$ cat src/rtl/uart_pkg.sv
// ============================================================================
// Module : uart_pkg
// Brief  : Shared UART RX definitions: FSM state encoding, parity modes and
//          the legal oversampling ratios.
// Rev    : 1.0  initial release
// ============================================================================
`default_nettype none

package uart_pkg;

  typedef enum logic [2:0] {
    ST_IDLE   = 3'd0,
    ST_START  = 3'd1,
    ST_DATA   = 3'd2,
    ST_PARITY = 3'd3,
    ST_STOP   = 3'd4
  } rx_state_t;

  localparam logic EVEN_PARITY = 1'b0;
  localparam logic ODD_PARITY  = 1'b1;

  localparam int PRESCALE_8  = 8;
  localparam int PRESCALE_16 = 16;
  localparam int PRESCALE_32 = 32;

endpackage

`default_nettype wire

$ cat src/rtl/rx_edge_bit_counter.sv
// ============================================================================
// Module : rx_edge_bit_counter
// Brief  : Oversampling edge counter with bit-end wrap, plus the data bit
//          counter, both with enable and clear.
// Rev    : 1.0  initial release
// ============================================================================
`default_nettype none

module rx_edge_bit_counter #(
  parameter int PRESC_WIDTH = 6,
  parameter int BIT_CNT_W   = 4
) (
  input  logic                   CLK,
  input  logic                   RST,
  input  logic                   i_edge_en,
  input  logic                   i_edge_clr,
  input  logic                   i_bit_inc,
  input  logic                   i_bit_clr,
  input  logic [PRESC_WIDTH-1:0] i_presc,
  output logic [PRESC_WIDTH-1:0] o_edge_cnt,
  output logic [BIT_CNT_W-1:0]   o_bit_cnt,
  output logic                   o_bit_end
);

  logic [PRESC_WIDTH-1:0] w_last_edge;

  assign w_last_edge = i_presc - {{(PRESC_WIDTH-1){1'b0}}, 1'b1};
  assign o_bit_end   = (o_edge_cnt == w_last_edge);

  always_ff @(posedge CLK or negedge RST) begin
    if (!RST) begin
      o_edge_cnt <= '0;
      o_bit_cnt  <= '0;
    end else begin
      if (i_edge_clr)
        o_edge_cnt <= '0;
      else if (i_edge_en)
        o_edge_cnt <= o_bit_end ? '0 : o_edge_cnt + {{(PRESC_WIDTH-1){1'b0}}, 1'b1};

      if (i_bit_clr)
        o_bit_cnt <= '0;
      else if (i_bit_inc)
        o_bit_cnt <= o_bit_cnt + {{(BIT_CNT_W-1){1'b0}}, 1'b1};
    end
  end

endmodule

`default_nettype wire

$ cat src/rtl/uart_rx_frame_ctrl.sv
// ============================================================================
// Module : uart_rx_frame_ctrl
// Brief  : UART RX sequencing FSM: drives the datapath enables, collects the
//          checker errors and emits one data_valid / frame_error per frame.
// Rev    : 1.0  initial release
// ============================================================================
`default_nettype none

module uart_rx_frame_ctrl
  import uart_pkg::*;
#(
  parameter int DATA_WIDTH  = 8,
  parameter int PRESC_WIDTH = 6,
  parameter int BIT_CNT_W   = 4
) (
  input  logic                   CLK,
  input  logic                   RST,
  input  logic                   RX_IN,
  input  logic                   PAR_EN,
  input  logic [PRESC_WIDTH-1:0] PRESCALE,
  input  logic                   sampling_done,
  input  logic                   strt_glitch,
  input  logic                   par_err,
  input  logic                   stp_err,
  output logic [PRESC_WIDTH-1:0] edge_cnt,
  output logic [BIT_CNT_W-1:0]   bit_cnt,
  output logic                   dat_samp_en,
  output logic                   deser_en,
  output logic                   strt_chk_en,
  output logic                   par_chk_en,
  output logic                   stp_chk_en,
  output logic                   data_valid,
  output logic                   frame_error,
  output logic                   busy
);

  rx_state_t              r_state;
  rx_state_t              w_next;
  logic [PRESC_WIDTH-1:0] r_presc;
  logic                   r_par_en;
  logic                   r_samp_d;
  logic                   r_par_flag;
  logic                   r_stp_flag;

  logic w_bit_end;
  logic w_last_bit;
  logic w_enter_start;
  logic w_frame_end;
  logic w_stp_bad;
  logic w_bad;

  rx_edge_bit_counter #(
    .PRESC_WIDTH (PRESC_WIDTH),
    .BIT_CNT_W   (BIT_CNT_W)
  ) u_cnt (
    .CLK        (CLK),
    .RST        (RST),
    .i_edge_en  (r_state != ST_IDLE),
    .i_edge_clr (r_state == ST_IDLE),
    .i_bit_inc  ((r_state == ST_DATA) && w_bit_end && !w_last_bit),
    .i_bit_clr  ((r_state != ST_DATA) || (w_bit_end && w_last_bit)),
    .i_presc    (r_presc),
    .o_edge_cnt (edge_cnt),
    .o_bit_cnt  (bit_cnt),
    .o_bit_end  (w_bit_end)
  );

  assign w_last_bit    = (bit_cnt == BIT_CNT_W'(DATA_WIDTH - 1));
  assign w_enter_start = (w_next == ST_START) && (r_state != ST_START);
  assign w_frame_end   = (r_state == ST_STOP) && w_bit_end;
  // A stop result landing on the final cycle is folded in directly.
  assign w_stp_bad     = r_stp_flag || (r_samp_d && stp_err);
  assign w_bad         = r_par_flag || w_stp_bad;

  always_comb begin
    w_next = r_state;
    case (r_state)
      ST_IDLE:   if (!RX_IN) w_next = ST_START;
      ST_START:  if (w_bit_end) w_next = strt_glitch ? ST_IDLE : ST_DATA;
      ST_DATA:   if (w_bit_end && w_last_bit) w_next = r_par_en ? ST_PARITY : ST_STOP;
      ST_PARITY: if (w_bit_end) w_next = ST_STOP;
      ST_STOP:   if (w_bit_end) w_next = RX_IN ? ST_IDLE : ST_START;
      default:   w_next = ST_IDLE;
    endcase
  end

  always_ff @(posedge CLK or negedge RST) begin
    if (!RST) begin
      r_state     <= ST_IDLE;
      r_presc     <= '0;
      r_par_en    <= 1'b0;
      r_samp_d    <= 1'b0;
      r_par_flag  <= 1'b0;
      r_stp_flag  <= 1'b0;
      dat_samp_en <= 1'b0;
      deser_en    <= 1'b0;
      strt_chk_en <= 1'b0;
      par_chk_en  <= 1'b0;
      stp_chk_en  <= 1'b0;
      data_valid  <= 1'b0;
      frame_error <= 1'b0;
      busy        <= 1'b0;
    end else begin
      r_state  <= w_next;
      r_samp_d <= sampling_done && (r_state != ST_IDLE);

      // Config is frozen per frame; back-to-back frames relatch on START entry.
      if (w_enter_start) begin
        r_presc    <= PRESCALE;
        r_par_en   <= PAR_EN;
        r_par_flag <= 1'b0;
        r_stp_flag <= 1'b0;
      end else begin
        if ((r_state == ST_PARITY) && r_samp_d)
          r_par_flag <= r_par_flag | par_err;
        if ((r_state == ST_STOP) && r_samp_d)
          r_stp_flag <= r_stp_flag | stp_err;
      end

      deser_en    <= (r_state == ST_DATA) && sampling_done;
      dat_samp_en <= (w_next != ST_IDLE);
      busy        <= (w_next != ST_IDLE);
      strt_chk_en <= (w_next == ST_START);
      par_chk_en  <= (w_next == ST_PARITY);
      stp_chk_en  <= (w_next == ST_STOP);
      data_valid  <= w_frame_end && !w_bad;
      frame_error <= w_frame_end && w_bad;
    end
  end

endmodule

`default_nettype wire

$ cat config.mk
export PLATFORM = sky130hd
export DESIGN_NAME = uart_rx_frame_ctrl
export DESIGN_NICKNAME = d
export VERILOG_FILES = /design/src/rtl/uart_pkg.sv /design/src/rtl/rx_edge_bit_counter.sv /design/src/rtl/uart_rx_frame_ctrl.sv
export SDC_FILE = /design/constraint.sdc
export NUM_CORES = 1
export LEC_CHECK = 0
export ABC_AREA = 1
export CAP_MARGIN = 20
export CORE_ASPECT_RATIO = 1.4
export CORE_MARGIN = 2
export CORE_UTILIZATION = 45
export CTS_CLUSTER_DIAMETER = 30
export DETAILED_ROUTE_END_ITERATION = 10
export GPL_TIMING_DRIVEN = 0
export PLACE_DENSITY_LB_ADDON = 0.05
export SYNTH_ARGS = -nofsm -noshare
export SYNTH_HDL_FRONTEND = slang
export SYNTH_SLANG_ARGS = --single-unit
export TNS_END_PERCENT = 10
$ cat constraint.sdc
create_clock -name CLK -period 3.6 [get_ports CLK]
set_input_delay 0.54 -clock CLK [delete_from_list [all_inputs] [get_ports CLK]]
set_output_delay 0.54 -clock CLK [all_outputs]
set_load 0.01 [all_outputs]
==> flow_metrics.env, run 1 <==
export IMPL_outcome="finished, final reports clean"
export IMPL_synth_area_leaders="dfrtp_1, nand2_1, inv_1"
export IMPL_track_usage_pct=18.8
export IMPL_critPathMaxFanout=10
export IMPL_overflow=0
export IMPL_fin_cells=295
export IMPL_pwr_share_clk_pct=42.0
export IMPL_seqCellArea_um2=751
export IMPL_final_hold_violation_count=0
export IMPL_htree_levels=2
export IMPL_post_cts_buffers=0
export IMPL_power_frac_comb_pct=4.2
export IMPL_post_synth_num_cell_types=27
export IMPL_io_buffers=31
export IMPL_avgViaCountPerCell=4.89
export IMPL_dieArea_um2=4250
export IMPL_antenna_found_initial=0
export IMPL_rsz0062_at_grt="false"
export IMPL_cp_end_kind="flop"
export IMPL_clk_pin_slew_ps=60
export IMPL_hp_class="flop to flop"
export IMPL_ys_ff_latch=30
export IMPL_grt_pass1_vias=1397
export IMPL_fin_crit_sh_pct=61.8
export IMPL_p_sw_share_pct=20.3
export IMPL_fin_util_pct=59.6
export IMPL_avgRoutedWirePerCell_um=11.8
export IMPL_synth_top_area_share_pct=44.7
export IMPL_p_seq_share_pct=53.8
export IMPL_cts_resized=0
export IMPL_synthTopCellsByCount="nand2_1, inv_1, dfrtp_1"
export IMPL_p_leak_nw=1.12
export IMPL_dr_first_iter_drc_count=53
export IMPL_nets=271
export IMPL_grt_first_pass_wirelength_um=6200
export IMPL_critPathRequiredTime_ps=3760
export IMPL_syn_area_um2=1680
export IMPL_dp_hpwl_um=2770
export IMPL_routed_via_count=1443
export IMPL_numCtsBuffers=5
export IMPL_grt_max_degree=21
export IMPL_routabilityCongestion=0.871
export IMPL_initial_core_util_pct=46.5
export IMPL_rows=26
export IMPL_syn_inst=215
export IMPL_routed_wl_um=3470
export IMPL_yosysWarnings=0
export IMPL_critPathArrivalTime_ps=2390
export IMPL_cts_tree="yes"
export IMPL_ys_flop_type="dfrtp_1"
export IMPL_yosysTopAreaCell="dfrtp_1"
export IMPL_ant_nets=0
export IMPL_drc=0
export IMPL_drive_gt1_share_pct=12.3
export IMPL_die_y_um=76.3
export IMPL_slew_headroom_pct=57.9
export IMPL_async_reset_ff_share_pct=100
export IMPL_cp_start_kind="flop"
export IMPL_cap_violations=0
export IMPL_path_class="flop to flop"
export IMPL_firstDrtPassIters=4
export IMPL_syn_nets=232
export IMPL_drv_slew=0
export IMPL_synth_most_common_cell="nand2_1"
export IMPL_tns_ps=0
export IMPL_die_w_um=55.6
export IMPL_area_growth_pct=28.1
export IMPL_root_buffer="clkbuf_8"
export IMPL_whs_ps=480
export IMPL_io_pins=32
export IMPL_switching_power_mw=0.128
export IMPL_clock_sinks=30
export IMPL_rrSetupSlack_ps=1370
export IMPL_clock_path_buffers=2
export IMPL_nFillCells=333
export IMPL_setup_viol=0
export IMPL_synth_edf_count=0
export IMPL_worst_clock_skew_ps=6.02
export IMPL_ctsHoldBuffers=0
export IMPL_p_int_mw=0.501
export IMPL_dp_cells=289
export IMPL_yosysSeqAreaShare_pct=44.7
export IMPL_multi_input_area_um2=742
export IMPL_diodes=0
export IMPL_p_per_area_nw_per_um2=292
export IMPL_layout_min_cycle_time_ps=2230
export IMPL_tightest_slew_ps=630
export IMPL_syn_area_per_cell_um2=7.82
export IMPL_core_area_um2=3610
export IMPL_worstSkewPairLatency_ps=280
export IMPL_fmax_mhz=449
export IMPL_max_vdd_ir_drop_mv=0.279
-- cell families after synthesis --
family,Yosys count,share of synthesized area (%)
xor gates and xnor gates,4,2.09
adders and majority gates,3,2.23
AOI/OAI and AO/OA,11,3.65
buffers and inverters,47,11.2
DFF,30,44.7
and+or+nand+nor,120,36.2
-- metal layers --
metal	track usage (%)	wire, µm
met1	19.3	1330
met2	34.5	1930
met3	4.07	118
met4	10.2	95
met5	0	0
-- state kept, by name (all words and copies together), names as in the netlist, 3 cells and up --
register,flops
r_state,3
r_presc,6
u_cnt.o_edge_cnt,6
u_cnt.o_bit_cnt,4
-- power by group through the flow --
stage	Combinational, mW	Sequential, mW	Clock, mW
3_5_place_dp	0.0270	0.344	0
4_1_cts	0.0271	0.338	0.271
6_report	0.0264	0.338	0.264
5_1_grt	0.0291	0.338	0.288
2_1_floorplan	0.00152	0.344	0
3_3_place_gp	0.0233	0.344	0
-- critical path: stages, from the launching register on --
cell and delay [ps]:
dfrtp_1 400, inv_2 110, ha_1 220, inv_1 80, nand2_1 80, nand3_1 70
nand2_1 100, nand3_1 100, nor2_2 140, nand3_1 130, nand2_2 140, nand2_4 80
nor2_8 170, nand3_4 160, nand2_1 90, nand2_1 50
-- layout make-up --
| class | instances | area share (%) |
|---|---|---|
| buffer | 2 | 0.872 |
| clock buffer | 6 | 3.83 |
| inverter | 45 | 7.84 |
| multi-input combinational | 138 | 34.5 |
| sequential | 30 | 34.9 |
| tap | 42 | 2.44 |
| timing repair buffer | 32 | 15.7 |
-- cell usage in the layout (no fill, tap or decap), types with 4 or more instances in the layout --
| master | instances |
|---|---|
| clkbuf_8 | 6 |
| clkdlybuf4s50_1 | 31 |
| dfrtp_1 | 30 |
| inv_1 | 40 |
| inv_2 | 5 |
| nand2_1 | 57 |
| nand2_2 | 4 |
| nand3_1 | 17 |
| nand4_1 | 10 |
| nor2_1 | 17 |
| o21ai_0 | 5 |
-- worst paths after layout --
check                            from                  end  cells past startpoint
setup / recovery           r_presc[0]             r_par_en                     15
hold / removal               r_par_en             r_par_en                      2
setup reg to reg           r_presc[0]             r_par_en                     15
hold reg to reg              r_par_en             r_par_en                      2
max in group asynchronous         RST           r_state[2]                      2
min in group asynchronous         RST  u_cnt.o_edge_cnt[1]                      1
-- metrics by stage --
| step | setup slack (ps) | area (µm²) | power, mW |
|---|---|---|---|
| 6_report | 1370 | 2150 | 0.629 |
| 4_1_cts | 1370 | 2150 | 0.637 |
| 2_1_floorplan | 1680 | 1680 | 0.346 |
| 3_3_place_gp | 1420 | 2040 | 0.368 |
| 5_1_grt | 1070 | 2150 | 0.655 |
| 3_5_place_dp | 1380 | 2070 | 0.371 |
(Power assumes the default switching activity.)
==> inputs of run 2 (changes only) <==
==> constraint.sdc (replaced) <==
create_clock -name CLK -period 1.8 [get_ports CLK]
set_input_delay 0.27 -clock CLK [delete_from_list [all_inputs] [get_ports CLK]]
set_output_delay 0.27 -clock CLK [all_outputs]
set_load 0.01 [all_outputs]
==> run 2 against run 1 <==
Effect of this change:
- the run now ends with negative setup slack left
- wire length up 3.6%
- core utilization up 4.5 points
- register-to-register slack worse by 1500 ps
- count of clock-buffer cells in the layout up 1
- maximum frequency up 13%
- critical path type unchanged
- cell area up 7.6%
- die area unchanged
- critical endpoint unchanged
- worst setup slack worse by 1500 ps
- hold slack worse by 470 ps
- highest routed layer unchanged
- clock skew down 1.2 ps
- clock power up 110%
- sequential share of layout area down 2.4 points
==> flow_metrics.env, run 2 (synthesis results as in run 1) <==
export IMPL_outcome="complete, but fails checks"
export IMPL_violations="negative setup slack"
export IMPL_nets=283
export IMPL_critPathRequiredTime_ps=1970
export IMPL_mostFrequentLayoutCell="nand2_1"
export IMPL_p_leak_nw=1.18
export IMPL_dr_first_iter_drc_count=51
export IMPL_firstDrtPassIters=4
export IMPL_clk_pin_slew_ps=60
export IMPL_htree_levels=2
export IMPL_hp_class="input pin to asynchronous set/reset pin"
export IMPL_final_hold_violation_count=0
export IMPL_fin_cells=309
export IMPL_die_w_um=55.6
export IMPL_whs_ps=12.6
export IMPL_rows=26
export IMPL_slowest_delay_ps=360
export IMPL_cp_end_kind="flop"
export IMPL_dieArea_um2=4250
export IMPL_routed_wl_um=3590
export IMPL_critPathArrivalTime_ps=2140
export IMPL_clock_path_buffers=2
export IMPL_diodes=0
export IMPL_layout_common_cells="nand2_1, inv_1, dfrtp_1, clkdlybuf4s50_1"
export IMPL_antenna_found_initial=0
export IMPL_cap_violations=0
export IMPL_p_per_area_nw_per_um2=552
export IMPL_fmax_mhz=508
export IMPL_routabilityCongestion=0.819
export IMPL_rsz0062_at_grt="true"
export IMPL_overflow=0
export IMPL_routed_via_count=1474
export IMPL_grt_first_pass_wirelength_um=6400
export IMPL_io_buffers=31
export IMPL_root_buffer="clkbuf_8"
export IMPL_setup_ws_ps=-168
export IMPL_ctsHoldBuffers=0
export IMPL_grt_max_degree=31
export IMPL_path_class="flop to flop"
export IMPL_drv_slew=0
export IMPL_setup_viol=15
export IMPL_io_pins=32
export IMPL_worstSkewPairLatency_ps=280
export IMPL_die_y_um=76.3
export IMPL_critPathMaxFanout=7
export IMPL_initial_core_util_pct=46.5
export IMPL_critPathTopFamily="simple AND/OR/NAND/NOR gates"
export IMPL_worst_clock_skew_ps=4.79
export IMPL_grt_pass1_vias=1448
export IMPL_core_area_um2=3610
export IMPL_cts_tree="yes"
export IMPL_avgViaCountPerCell=4.77
export IMPL_ant_nets=0
export IMPL_clock_sinks=30
export IMPL_max_vdd_ir_drop_mv=0.621
export IMPL_dp_cells=288
export IMPL_crit_slowest_cell="dfrtp_1"
export IMPL_dp_hpwl_um=2590
export IMPL_reg_top3="r_presc x6, u_cnt.o_edge_cnt x6, u_cnt.o_bit_cnt x4"
export IMPL_cp_start_kind="flop"
export IMPL_p_total_mw=1.28
export IMPL_slew_headroom_pct=56.1
export IMPL_path_cells="inv_2 -> ha_4 -> inv_2 -> nand2_2 -> nand2_2 -> nor2_4 -> nand3_2 -> nor2_4 -> nand3_2 -> nand2_4 -> nand2_4 -> nor2_8 -> nand3_4 -> nand2_1 -> nand2_1"
export IMPL_tightest_slew_ps=658
export IMPL_avgRoutedWirePerCell_um=11.6
export IMPL_area_growth_pct=37.8
export IMPL_path_buf_inv=2
export IMPL_numCtsBuffers=5
export IMPL_drc=0
export IMPL_track_usage_pct=19.5
export IMPL_fin_crit_sh_pct=109
export IMPL_layout_min_cycle_time_ps=1970
export IMPL_drive_gt1_share_pct=22.8
-- run 2: cell count changes in the layout (fill, tap and decap cells not counted), moves of 3 or more --
cell and delta:
buf_4 +10, nand2_1 -6, inv_1 -4, inv_2 +4, nand2_2 +4, nor2_4 +3
-- run 2: repair_timing --
action,CTS,global route
endpoints found under the setup margin,20,24
resized for setup,12,8
cloned,1,0
buffers inserted,12,0
endpoints found under the hold margin,0,0
pin swaps,10,0
-- run 2: worst paths after layout --
| kind | slack (ps) | start | endpoint | cells after the start |
|---|---|---|---|---|
| min in group CLK | 470 | r_par_en | r_par_en | 2 |
| hold / removal | 10 | RST | r_presc[1] | 1 |
| setup reg to reg | -170 | r_presc[0] | r_par_en | 15 |
| hold reg to reg | 470 | r_par_en | r_par_en | 2 |
| max in group asynchronous | 1360 | RST | r_stp_flag | 1 |
| setup / recovery | -170 | r_presc[0] | r_par_en | 15 |
-- run 2: per-stage QoR --
step	util, %	instance area, µm²	worst slack (ps)	TNS, ps
2_1_floorplan	-	1710	-97.8	-882
3_3_place_gp	57.4	2070	-342	-8270
3_5_place_dp	57.3	2070	-338	-4370
4_1_cts	63.7	2300	-150	-1520
5_1_grt	64.1	2320	-356	-5190
6_report	64.1	2320	-168	-1720
-- run 2: layer usage --
metal	GRT usage [%]	vias up	share of wire, %
met5	0	-	0
met3	4.07	6	2.8
met2	35.4	25	54
met1	21.7	672	41
li1	-	771	-
met4	8.05	0	2.0
-- run 2: power breakdown --
part	total [mW]	switching [mW]	internal, mW
combinational	0.0436	0.0189	0.0246
sequential	0.676	0.000477	0.675
clock	0.560	0.252	0.308
total	1.28	0.271	1.01
-- run 2: layout make-up --
cell class	count	area, µm²
buffer	2	18.8
clock buffer	7	86.3
clock inverter	1	5.00
fill	317	1290
inverter	45	169
multi-input combinational	139	831
sequential	30	751
tap	42	52.6
timing repair buffer	43	403
==> inputs of run 3 (changes only) <==
--- a/config.mk
+++ b/config.mk
@@ -13,6 +13,7 @@
 export CTS_CLUSTER_DIAMETER = 30
 export DETAILED_ROUTE_END_ITERATION = 10
 export GPL_TIMING_DRIVEN = 0
+export MAX_ROUTING_LAYER = met4
 export PLACE_DENSITY_LB_ADDON = 0.05
 export SYNTH_ARGS = -nofsm -noshare
 export SYNTH_HDL_FRONTEND = slang
==> run 3 against run 2 <==
Effect of this change:
- critical path depth did not move
- the flow still finishes with violations (negative setup slack)
- highest routed layer unchanged
- largest cell class unchanged
- wire length fell by 0.36%
- register-to-register slack barely moved
- total power barely moved
==> flow_metrics.env, run 3 (synthesis results as in run 1) <==
export IMPL_layout_common_cells="nand2_1, inv_1, dfrtp_1, clkdlybuf4s50_1"
export IMPL_final_hold_violation_count=0
export IMPL_area_growth_pct=37.8
export IMPL_outcome="complete, but fails checks"
export IMPL_track_usage_pct=20.0
export IMPL_routed_via_count=1472
export IMPL_io_buffers=31
export IMPL_initial_core_util_pct=46.5
export IMPL_firstDrtPassIters=4
export IMPL_reg_top3="r_presc x6, u_cnt.o_edge_cnt x6, u_cnt.o_bit_cnt x4"
export IMPL_numCtsBuffers=5
export IMPL_path_class="flop to flop"
export IMPL_worst_r2r_startpoint="r_presc[0]"
export IMPL_die_y_um=76.3
export IMPL_core_area_um2=3610
export IMPL_drive_gt1_share_pct=22.8
export IMPL_worstReg2RegEnd="r_par_en"
export IMPL_dr_first_iter_drc_count=46
export IMPL_violations="negative setup slack"
export IMPL_tns_ps=-1720
export IMPL_tightest_slew_ps=658
export IMPL_die_w_um=55.6
export IMPL_ant_nets=0
export IMPL_rsz0062_at_grt="true"
export IMPL_fin_crit_sh_pct=109
export IMPL_dp_cells=288
export IMPL_max_vdd_ir_drop_mv=0.621
export IMPL_avgViaCountPerCell=4.76
export IMPL_ctsHoldBuffers=0
export IMPL_critPathMaxFanout=7
export IMPL_dieArea_um2=4250
export IMPL_place_ws_ps=-338
export IMPL_drv_slew=0
export IMPL_fin_cells=309
export IMPL_io_pins=32
export IMPL_grt_max_degree=31
export IMPL_cp_start_kind="flop"
export IMPL_rows=26
export IMPL_nFillCells=317
export IMPL_cap_violations=0
export IMPL_crit_end="r_par_en"
export IMPL_layout_min_cycle_time_ps=1970
export IMPL_avgRoutedWirePerCell_um=11.6
export IMPL_cp_end_kind="flop"
export IMPL_worstSkewPairLatency_ps=280
export IMPL_worst_clock_skew_ps=4.79
export IMPL_grt_pass1_vias=1454
export IMPL_antenna_found_initial=0
export IMPL_p_leak_nw=1.18
export IMPL_rrSetupSlack_ps=-170
export IMPL_setup_worst_path_start="r_presc[0]"
export IMPL_p_total_mw=1.28
export IMPL_overflow=0
export IMPL_dp_hpwl_um=2590
export IMPL_routabilityCongestion=0.832
export IMPL_mostFrequentLayoutCell="nand2_1"
export IMPL_critPathRequiredTime_ps=1970
export IMPL_whs_ps=12.4
export IMPL_diodes=0
export IMPL_fmax_mhz=508
export IMPL_p_per_area_nw_per_um2=552
export IMPL_nets=283
export IMPL_cts_tree="yes"
export IMPL_routed_wl_um=3580
export IMPL_clk_pin_slew_ps=60
export IMPL_root_buffer="clkbuf_8"
export IMPL_htree_levels=2
export IMPL_clock_path_buffers=2
export IMPL_critPathArrivalTime_ps=2140
export IMPL_clock_sinks=30
export IMPL_setup_viol=15
export IMPL_grt_first_pass_wirelength_um=6400
export IMPL_r2r_cells=15
export IMPL_hp_class="input pin to asynchronous set/reset pin"
export IMPL_drc=0
export IMPL_setup_ws_ps=-169
export IMPL_slew_headroom_pct=56.1
==> run 3: cell counts in the layout (fill, tap and decap cells not counted) <==
Identical to the previous run, type by type.
==> run 3: worst min path at each step <==
stage	start	to	slack, ps	depth (start not counted)
6_report	RST	r_presc[1]	10	1
5_1_grt	RST	strt_chk_en	90	1
4_1_cts	RST	strt_chk_en	50	1
3_5_place_dp	RST	r_presc[0]	350	1
3_3_place_gp	r_par_en	r_par_en	460	2
2_1_floorplan	RST	busy	-30	0
==> run 3: power by group <==
group | switching [mW] | internal (mW)
logic | 0.0188 | 0.0246
registers | 0.000477 | 0.676
clock network | 0.252 | 0.308
total | 0.271 | 1.01
==> run 3: layout make-up <==
class | instances | area, µm² | area share, %
clock buffers | 7 | 86.3 | 3.73
inverters | 45 | 169 | 7.29
multi-input cells | 139 | 831 | 35.9
flip-flops and latches | 30 | 751 | 32.4
plain buffers | 2 | 18.8 | 0.810
repair buffers | 43 | 403 | 17.4
well taps | 42 | 52.6 | 2.27
clock inverters | 1 | 5.00 | 0.216
==> run 3: metrics by stage <==
step	utilization [%]	instance area, µm²
after global placement	57.4	2070
after global routing	64.1	2320
after CTS	63.7	2300
after detailed placement	57.3	2070
after floorplan	-	1710
final	64.1	2320
==> run 3: worst max-delay path, cell delays in order, from the launching register on <==
cell     delay (ps)
dfrtp_1         360
inv_2            60
ha_4            260
inv_2            30
nand2_2          40
nand2_2          60
nor2_4          110
nand3_2         100
nor2_4          130
nand3_2         110
nand2_4          90
nand2_4          70
nor2_8          170
nand3_4         130
nand2_1          90
nand2_1          50
==> run 3: what timing repair did <==
item / 4_1_cts / 5_1_grt
buffers inserted: 12 / 0
endpoints found under the setup margin: 20 / 24
gates resized for setup: 12 / 8
gates cloned: 1 / 0
pin swaps: 10 / 0
==> run 3: metal layers <==
layer | vias up | global-route usage (%) | share of wire, %
li1 | 771 | - | -
met1 | 676 | 21.7 | 41
met2 | 19 | 35.2 | 54
met3 | 6 | 4.07 | 2.6
met4 | 0 | 8.05 | 2.0
met5 | - | - | 0
